## config.mk

```make
export PLATFORM = sky130hd
export DESIGN_NAME = layer_sequencer
export DESIGN_NICKNAME = d
export VERILOG_FILES = /design/src/rtl/layer_sequencer_pkg.sv /design/src/rtl/layer_sequencer.sv
export SDC_FILE = /design/constraint.sdc
export NUM_CORES = 1
export LEC_CHECK = 0
export CAP_MARGIN = 20
export CORE_MARGIN = 2
export CORE_UTILIZATION = 49
export CTS_CLUSTER_SIZE = 12
export DETAILED_ROUTE_END_ITERATION = 7
export PLACE_DENSITY = 0.77
export SETUP_SLACK_MARGIN = 0.2
export SYNTH_ARGS = -nofsm -noshare
export SYNTH_HDL_FRONTEND = slang
export SYNTH_SLANG_ARGS = --single-unit
```

## constraint.sdc

```tcl
create_clock -name clk -period 7.5 [get_ports clk]
set_input_delay 1.5 -clock clk [delete_from_list [all_inputs] [get_ports clk]]
set_output_delay 1.5 -clock clk [all_outputs]
set_load 0.1 [all_outputs]
```

## src/rtl/layer_sequencer_pkg.sv

```systemverilog
// Shared definitions for the layer sequencer: default geometry of the
// `layers` cfg bus and descriptor, plus the state register type.
package layer_sequencer_pkg;

  localparam int unsigned LS_CFG_DWIDTH = 32;
  localparam int unsigned LS_CFG_AWIDTH = 5;
  localparam int unsigned LS_CFG_NB     = 8;
  localparam int unsigned LS_CNT_WIDTH  = 16;

  typedef logic [2:0] state_t;

  // Total descriptor width: CFG_NB config words followed by the result target.
  function automatic int unsigned desc_width(input int unsigned nb,
                                             input int unsigned dw,
                                             input int unsigned cw);
    return nb * dw + cw;
  endfunction

endpackage

```

## src/rtl/layer_sequencer.sv

```systemverilog
// Per-layer control sequencer: replays a descriptor's config words onto the
// `layers` cfg bus, requests the kernel load, enables the image stream and
// pulses done once the last image beat and the last expected result are in.
module layer_sequencer
  import layer_sequencer_pkg::*;
#(
  parameter int unsigned CFG_DWIDTH = LS_CFG_DWIDTH,
  parameter int unsigned CFG_AWIDTH = LS_CFG_AWIDTH,
  parameter int unsigned CFG_NB     = LS_CFG_NB,
  parameter int unsigned CNT_WIDTH  = LS_CNT_WIDTH
) (
  input  logic                                    clk,
  input  logic                                    rst,
  input  logic [CFG_NB*CFG_DWIDTH+CNT_WIDTH-1:0]  cmd_data,
  input  logic                                    cmd_val,
  output logic                                    cmd_rdy,
  output logic [CFG_DWIDTH-1:0]                   cfg_data,
  output logic [CFG_AWIDTH-1:0]                   cfg_addr,
  output logic                                    cfg_valid,
  input  logic                                    kernel_rdy,
  output logic                                    ker_req,
  input  logic                                    ker_ack,
  output logic                                    img_go,
  input  logic                                    image_val,
  input  logic                                    image_rdy,
  input  logic                                    image_last,
  input  logic                                    result_val,
  input  logic                                    result_rdy,
  output logic                                    busy,
  output logic                                    done,
  output logic                                    err,
  output logic [CNT_WIDTH-1:0]                    img_cnt
);

  localparam state_t S_IDLE  = 3'd0;
  localparam state_t S_CFG   = 3'd1;
  localparam state_t S_KER   = 3'd2;
  localparam state_t S_IMG   = 3'd3;
  localparam state_t S_DRAIN = 3'd4;
  localparam state_t S_DONE  = 3'd5;

  localparam int unsigned           DESC_W   = CFG_NB * CFG_DWIDTH;
  localparam logic [CFG_AWIDTH-1:0] LAST_IDX = CFG_AWIDTH'(CFG_NB - 1);

  state_t                  r_state;
  logic [DESC_W-1:0]       r_desc;
  logic [CNT_WIDTH-1:0]    r_target;
  logic [CFG_AWIDTH-1:0]   r_idx;
  logic [CFG_AWIDTH-1:0]   r_cfg_addr;
  logic [CFG_DWIDTH-1:0]   r_cfg_data;
  logic                    r_cfg_valid;
  logic [CNT_WIDTH-1:0]    r_img_cnt;
  logic [CNT_WIDTH-1:0]    r_res_cnt;
  logic                    r_err;

  logic                    w_accept;
  logic                    w_ker_req;
  logic                    w_img_hs;
  logic                    w_res_hs;
  logic                    w_res_phase;
  logic [CNT_WIDTH-1:0]    w_res_cnt_nx;
  logic                    w_res_met;
  logic                    w_err_set;
  logic [CFG_AWIDTH-1:0]   w_idx_nx;
  logic [CFG_DWIDTH-1:0]   w_word_nx;

  // Handshake decodes, saturating result count and error conditions.
  always_comb begin
    w_accept     = (r_state == S_IDLE) && cmd_val;
    w_ker_req    = (r_state == S_KER) && kernel_rdy;
    w_img_hs     = image_val && image_rdy;
    w_res_hs     = result_val && result_rdy;
    w_res_phase  = (r_state == S_IMG) || (r_state == S_DRAIN);
    w_res_cnt_nx = r_res_cnt;
    if (w_res_phase && w_res_hs && (r_res_cnt != '1))
      w_res_cnt_nx = r_res_cnt + 1'b1;
    // Post-increment compare: a result landing with image_last completes at once.
    w_res_met    = (w_res_cnt_nx >= r_target);
    w_err_set    = (w_res_hs && !w_res_phase)
                || (w_img_hs && (r_state != S_IMG))
                || ((r_state == S_IMG) && w_img_hs && (r_img_cnt == '1))
                || ((r_state == S_IMG) && w_res_hs && (r_res_cnt >= r_target));
    w_idx_nx     = r_idx + 1'b1;
    w_word_nx    = r_desc[CFG_DWIDTH*int'(w_idx_nx) +: CFG_DWIDTH];
  end

  // Layer FSM, descriptor capture and registered cfg replay.
  always_ff @(posedge clk or negedge rst) begin
    if (!rst) begin
      r_state     <= S_IDLE;
      r_desc      <= '0;
      r_target    <= '0;
      r_idx       <= '0;
      r_cfg_valid <= 1'b0;
      r_cfg_addr  <= '0;
      r_cfg_data  <= '0;
    end else begin
      case (r_state)
        S_IDLE: begin
          if (w_accept) begin
            r_state     <= S_CFG;
            r_desc      <= cmd_data[DESC_W-1:0];
            r_target    <= cmd_data[DESC_W +: CNT_WIDTH];
            r_idx       <= '0;
            // Word 0 comes straight from the command so cfg starts next cycle.
            r_cfg_valid <= 1'b1;
            r_cfg_addr  <= '0;
            r_cfg_data  <= cmd_data[CFG_DWIDTH-1:0];
          end
        end
        S_CFG: begin
          if (r_idx == LAST_IDX) begin
            r_cfg_valid <= 1'b0;
            r_state     <= S_KER;
          end else begin
            r_idx      <= w_idx_nx;
            r_cfg_addr <= w_idx_nx;
            r_cfg_data <= w_word_nx;
          end
        end
        S_KER: begin
          if (w_ker_req && ker_ack) r_state <= S_IMG;
        end
        S_IMG: begin
          if (w_img_hs && image_last) r_state <= w_res_met ? S_DONE : S_DRAIN;
        end
        S_DRAIN: begin
          if (w_res_met) r_state <= S_DONE;
        end
        S_DONE:  r_state <= S_IDLE;
        default: r_state <= S_IDLE;
      endcase
    end
  end

  // Image and result beat counters, cleared on each accepted descriptor.
  always_ff @(posedge clk or negedge rst) begin
    if (!rst) begin
      r_img_cnt <= '0;
      r_res_cnt <= '0;
    end else if (w_accept) begin
      r_img_cnt <= '0;
      r_res_cnt <= '0;
    end else begin
      if ((r_state == S_IMG) && w_img_hs) r_img_cnt <= r_img_cnt + 1'b1;
      r_res_cnt <= w_res_cnt_nx;
    end
  end

  // Sticky protocol error flag.
  always_ff @(posedge clk or negedge rst) begin
    if (!rst)           r_err <= 1'b0;
    else if (w_err_set) r_err <= 1'b1;
  end

  assign cmd_rdy   = (r_state == S_IDLE);
  assign busy      = (r_state != S_IDLE);
  assign img_go    = (r_state == S_IMG);
  assign done      = (r_state == S_DONE);
  assign ker_req   = w_ker_req;
  assign cfg_valid = r_cfg_valid;
  assign cfg_addr  = r_cfg_addr;
  assign cfg_data  = r_cfg_data;
  assign err       = r_err;
  assign img_cnt   = r_img_cnt;

endmodule
```

==> results.sh <==
export IMPL_ios=342
export IMPL_critPathMaxFanout=3
export IMPL_grt_pass1_vias=14100
export IMPL_synth_edf_count=0
export IMPL_initial_core_util_pct=49.4
export IMPL_nFillCells=2689
export IMPL_p_seq_share_pct=35.7
export IMPL_finalHoldViolCount=0
export IMPL_routed_via_count=13500
export IMPL_holdBufCountCts=0
export IMPL_fin_hold_ws_ns=0.468
export IMPL_setup_viol=0
export IMPL_slowest_delay_ns=1.13
export IMPL_numPortBuffers=341
export IMPL_vias_per_cell=5.42
export IMPL_gp_congestion=0.858
export IMPL_postSynthCellCount=1728
export IMPL_period_share_pct=64.0
export IMPL_cts_made_buffers=39
export IMPL_min_period_ns=4.80
export IMPL_cts_setup_buffers=0
export IMPL_hpwl_mm=31.0
export IMPL_slew_headroom_pct=24.5
export IMPL_antenna_found_initial=8
export IMPL_die_x_um=187
export IMPL_seq_area_frac_synth_pct=52.5
export IMPL_critPathSlowestCell="clkdlybuf4s50_1"
export IMPL_finalInstanceArea_um2=21500
export IMPL_die_area_um2=35100
export IMPL_dr_pass1_iters=7
export IMPL_power_net_switching_w=0.00369
export IMPL_synthMuxAreaShare_pct=11.1
export IMPL_swShare_pct=41.4
export IMPL_setup_tns_final_ns=0
export IMPL_rsz0062_at_grt="false"
export IMPL_grt_usage_pct=26.3
export IMPL_syn_to_final_growth_pct=30.1
export IMPL_yosys_area_share_simple_pct=23.3
export IMPL_synth_fp_nets=2045
export IMPL_fin_worst_skew_ns=0.0231
export IMPL_coreArea_um2=33400
export IMPL_worstMarginPinSlew_ns=1.13
export IMPL_worstPathRequired_ns=6.00
export IMPL_crit_arrival_ns=3.30
export IMPL_critPathCaptureType="output port"
export IMPL_crit_path_start_kind="input port"
export IMPL_drive_gt1_share_pct=7.44
export IMPL_synth_compound_area_share_pct=5.93
export IMPL_finalMaxSlewViolations=0
export IMPL_detail_route_wl_per_cell_um=18.3
export IMPL_synth_seq_cells=346
export IMPL_outcome="finished, final reports clean"
export IMPL_syn_area_per_cell_um2=9.54
export IMPL_async_flop_share_pct=100
export IMPL_critPathMostFrequentCell="clkdlybuf4s50_1"
export IMPL_multi_input_area_um2=7400
export IMPL_drcViolationCount=0
export IMPL_worstPathCellList="clkdlybuf4s50_1, and3_1, clkdlybuf4s50_1"
export IMPL_post_cts_resized=0
export IMPL_drt_total_wl_mm=45.6
export IMPL_clock_path_buffers=3
export IMPL_holdCritPathClass="register to register"
export IMPL_synth_fa_ha_area_share_pct=2.66
export IMPL_ys_types=64
export IMPL_p_int_w=0.00523
export IMPL_route_antenna_remaining_nets=0
export IMPL_p_leak_nw=10.1
export IMPL_grt_max_degree=169
export IMPL_clk_latency_ns=0.54
export IMPL_pwr_share_comb_pct=44.0
export IMPL_fmax_ghz=0.208
export IMPL_max_cap_viol_count=0
export IMPL_critPathKind="input port to output port"
export IMPL_clkTransAtPathRegs_ns=0.06
export IMPL_yosys_warnings=0
export IMPL_cts_htree_levels=2
export IMPL_seq_area_um2=8660
export IMPL_cts_root_buf="clkbuf_16"
export IMPL_clock_sinks=346
export IMPL_synth_xor_area_share_pct=1.65
export IMPL_drt_iter0_markers=967
export IMPL_power_density_nw_per_um2=416
export IMPL_grt_first_pass_wirelength_mm=73.9
export IMPL_fin_nets=2339
export IMPL_synth_top_family_by_area="simple AND/OR/NAND/NOR gates"
export IMPL_synth_area_um2=16500
export IMPL_cts_tree="built"
export IMPL_die_h_um=187
export IMPL_rows=67
export IMPL_grt_overflow_total=0
export IMPL_p_clk_share_pct=20.3
export IMPL_synth_ff_type="dfrtp_1"
export IMPL_ir_worst_vdd_mv=0.297
export IMPL_placed_area_um2=20200
## kinds of logic (layout without fill, tap and decap cells)
family | count (synthesis) | in the layout
mux | 102 | 102
buf+inv | 121 | 437
fa+ha+maj | 35 | 35
compound gates | 140 | 140
xor+xnor | 31 | 31
flops | 346 | 346
other cells | 0 | 4
simple gates | 953 | 953
## power by group through the flow
| stage | logic, W | registers (W) | clock network (W) |
|---|---|---|---|
| after floorplan | 0.00226 | 0.00370 | 0 |
| after global placement | 0.00384 | 0.00314 | 0 |
| final | 0.00393 | 0.00318 | 0.00181 |
| after global routing | 0.00428 | 0.00327 | 0.00193 |
| after detailed placement | 0.00394 | 0.00319 | 0 |
| after CTS | 0.00396 | 0.00317 | 0.00184 |
## area by class of cell
cell class | count | area share [%]
clock inverter | 9 | 0.513
timing repair buffer | 353 | 16.5
clock buffer | 54 | 5.05
antenna | 4 | 0.0467
multi-input combinational | 1261 | 34.5
tap | 448 | 2.61
inverter | 21 | 0.367
sequential | 346 | 40.4
## path summary, 6_finish.rpt
check                                    to         start  slack (ns)  depth (start not counted)
worst max-delay path                ker_req    kernel_rdy        2.70                          3
worst min-delay path            r_desc[229]   r_desc[229]        0.47                          2
worst max register to register   r_state[0]  r_res_cnt[0]        4.12                         10
worst min register to register  r_desc[229]   r_desc[229]        0.47                          2
max in group asynchronous       cfg_addr[0]           rst        5.00                          2
min in group asynchronous       r_target[4]           rst        0.99                          1
## routing by layer
metal / share of wire [%] / vias up / global-route usage, % / routed length (µm)
li1: - / 6294 / - / -
met1: 41 / 6672 / 34.6 / 18600
met2: 49 / 450 / 43.5 / 22300
met5: 0.081 / - / 0 / 37
met3: 7.1 / 95 / 5.85 / 3220
met4: 3.1 / 6 / 9.12 / 1430
## placed cells by master (no fill, tap or decap), types with 10 or more instances in the layout
cell type	Yosys	routed
xnor2_1	14	14
nand3_1	16	16
o21ai_0	28	28
dfrtp_1	346	345
nand4_1	11	11
inv_1	20	20
nand2_1	816	816
nor2_1	52	51
o22ai_1	28	28
mux2i_1	35	35
mux4_2	64	64
clkbuf_16	0	39
a21oi_1	12	12
o21a_1	29	29
clkbuf_1	80	10
and2_1	14	14
clkdlybuf4s50_1	0	340
ha_1	35	34
xor2_1	17	16
## worst max-delay path: cells and delay by family
kind	cells	cell delay, ns
buffers and inverters	2	1.63
and+or+nand+nor	1	0.17
## metrics by stage
| step | util (%) | total power (W) | std cells | setup WS [ns] |
|---|---|---|---|---|
| detailed placement | 60.7 | 0.00713 | 2429 | 2.70 |
| global route | 64.3 | 0.00948 | 2496 | 2.69 |
| global placement | 60.7 | 0.00698 | 2429 | 2.72 |
| finish | 64.3 | 0.00892 | 2496 | 2.70 |
| floorplan | - | 0.00596 | 1728 | 3.19 |
| CTS | 64.3 | 0.00898 | 2492 | 2.70 |
## sequential cells by signal, indices dropped and copies added, names as in the netlist
| signal | flops |
|---|---|
| cfg_addr | 5 |
| r_desc | 256 |
| img_cnt | 16 |
| cfg_valid | 1 |
| r_state | 3 |
| r_target | 16 |
| err | 1 |
| cfg_data | 32 |
| r_res_cnt | 16 |
## synthesized netlist by cell type, drive strengths merged (8+ instances only)
cell / number / area (µm²)
mux2i: 35 / 350
xnor2: 14 / 123
o21a: 29 / 218
inv: 21 / 78.8
o21ai: 35 / 183
nand4: 11 / 68.8
nand3: 17 / 90.1
nand2: 816 / 3060
xor2: 17 / 149
clkbuf: 80 / 300
mux4: 64 / 1440
ha: 35 / 438
nor2: 52 / 195
o22ai: 28 / 175
a21oi: 13 / 68.8
nor4: 8 / 56.3
dfrtp: 346 / 8660
buf: 20 / 98.9
and2: 14 / 87.6
Note: power is estimated with default switching activity, not from simulation.
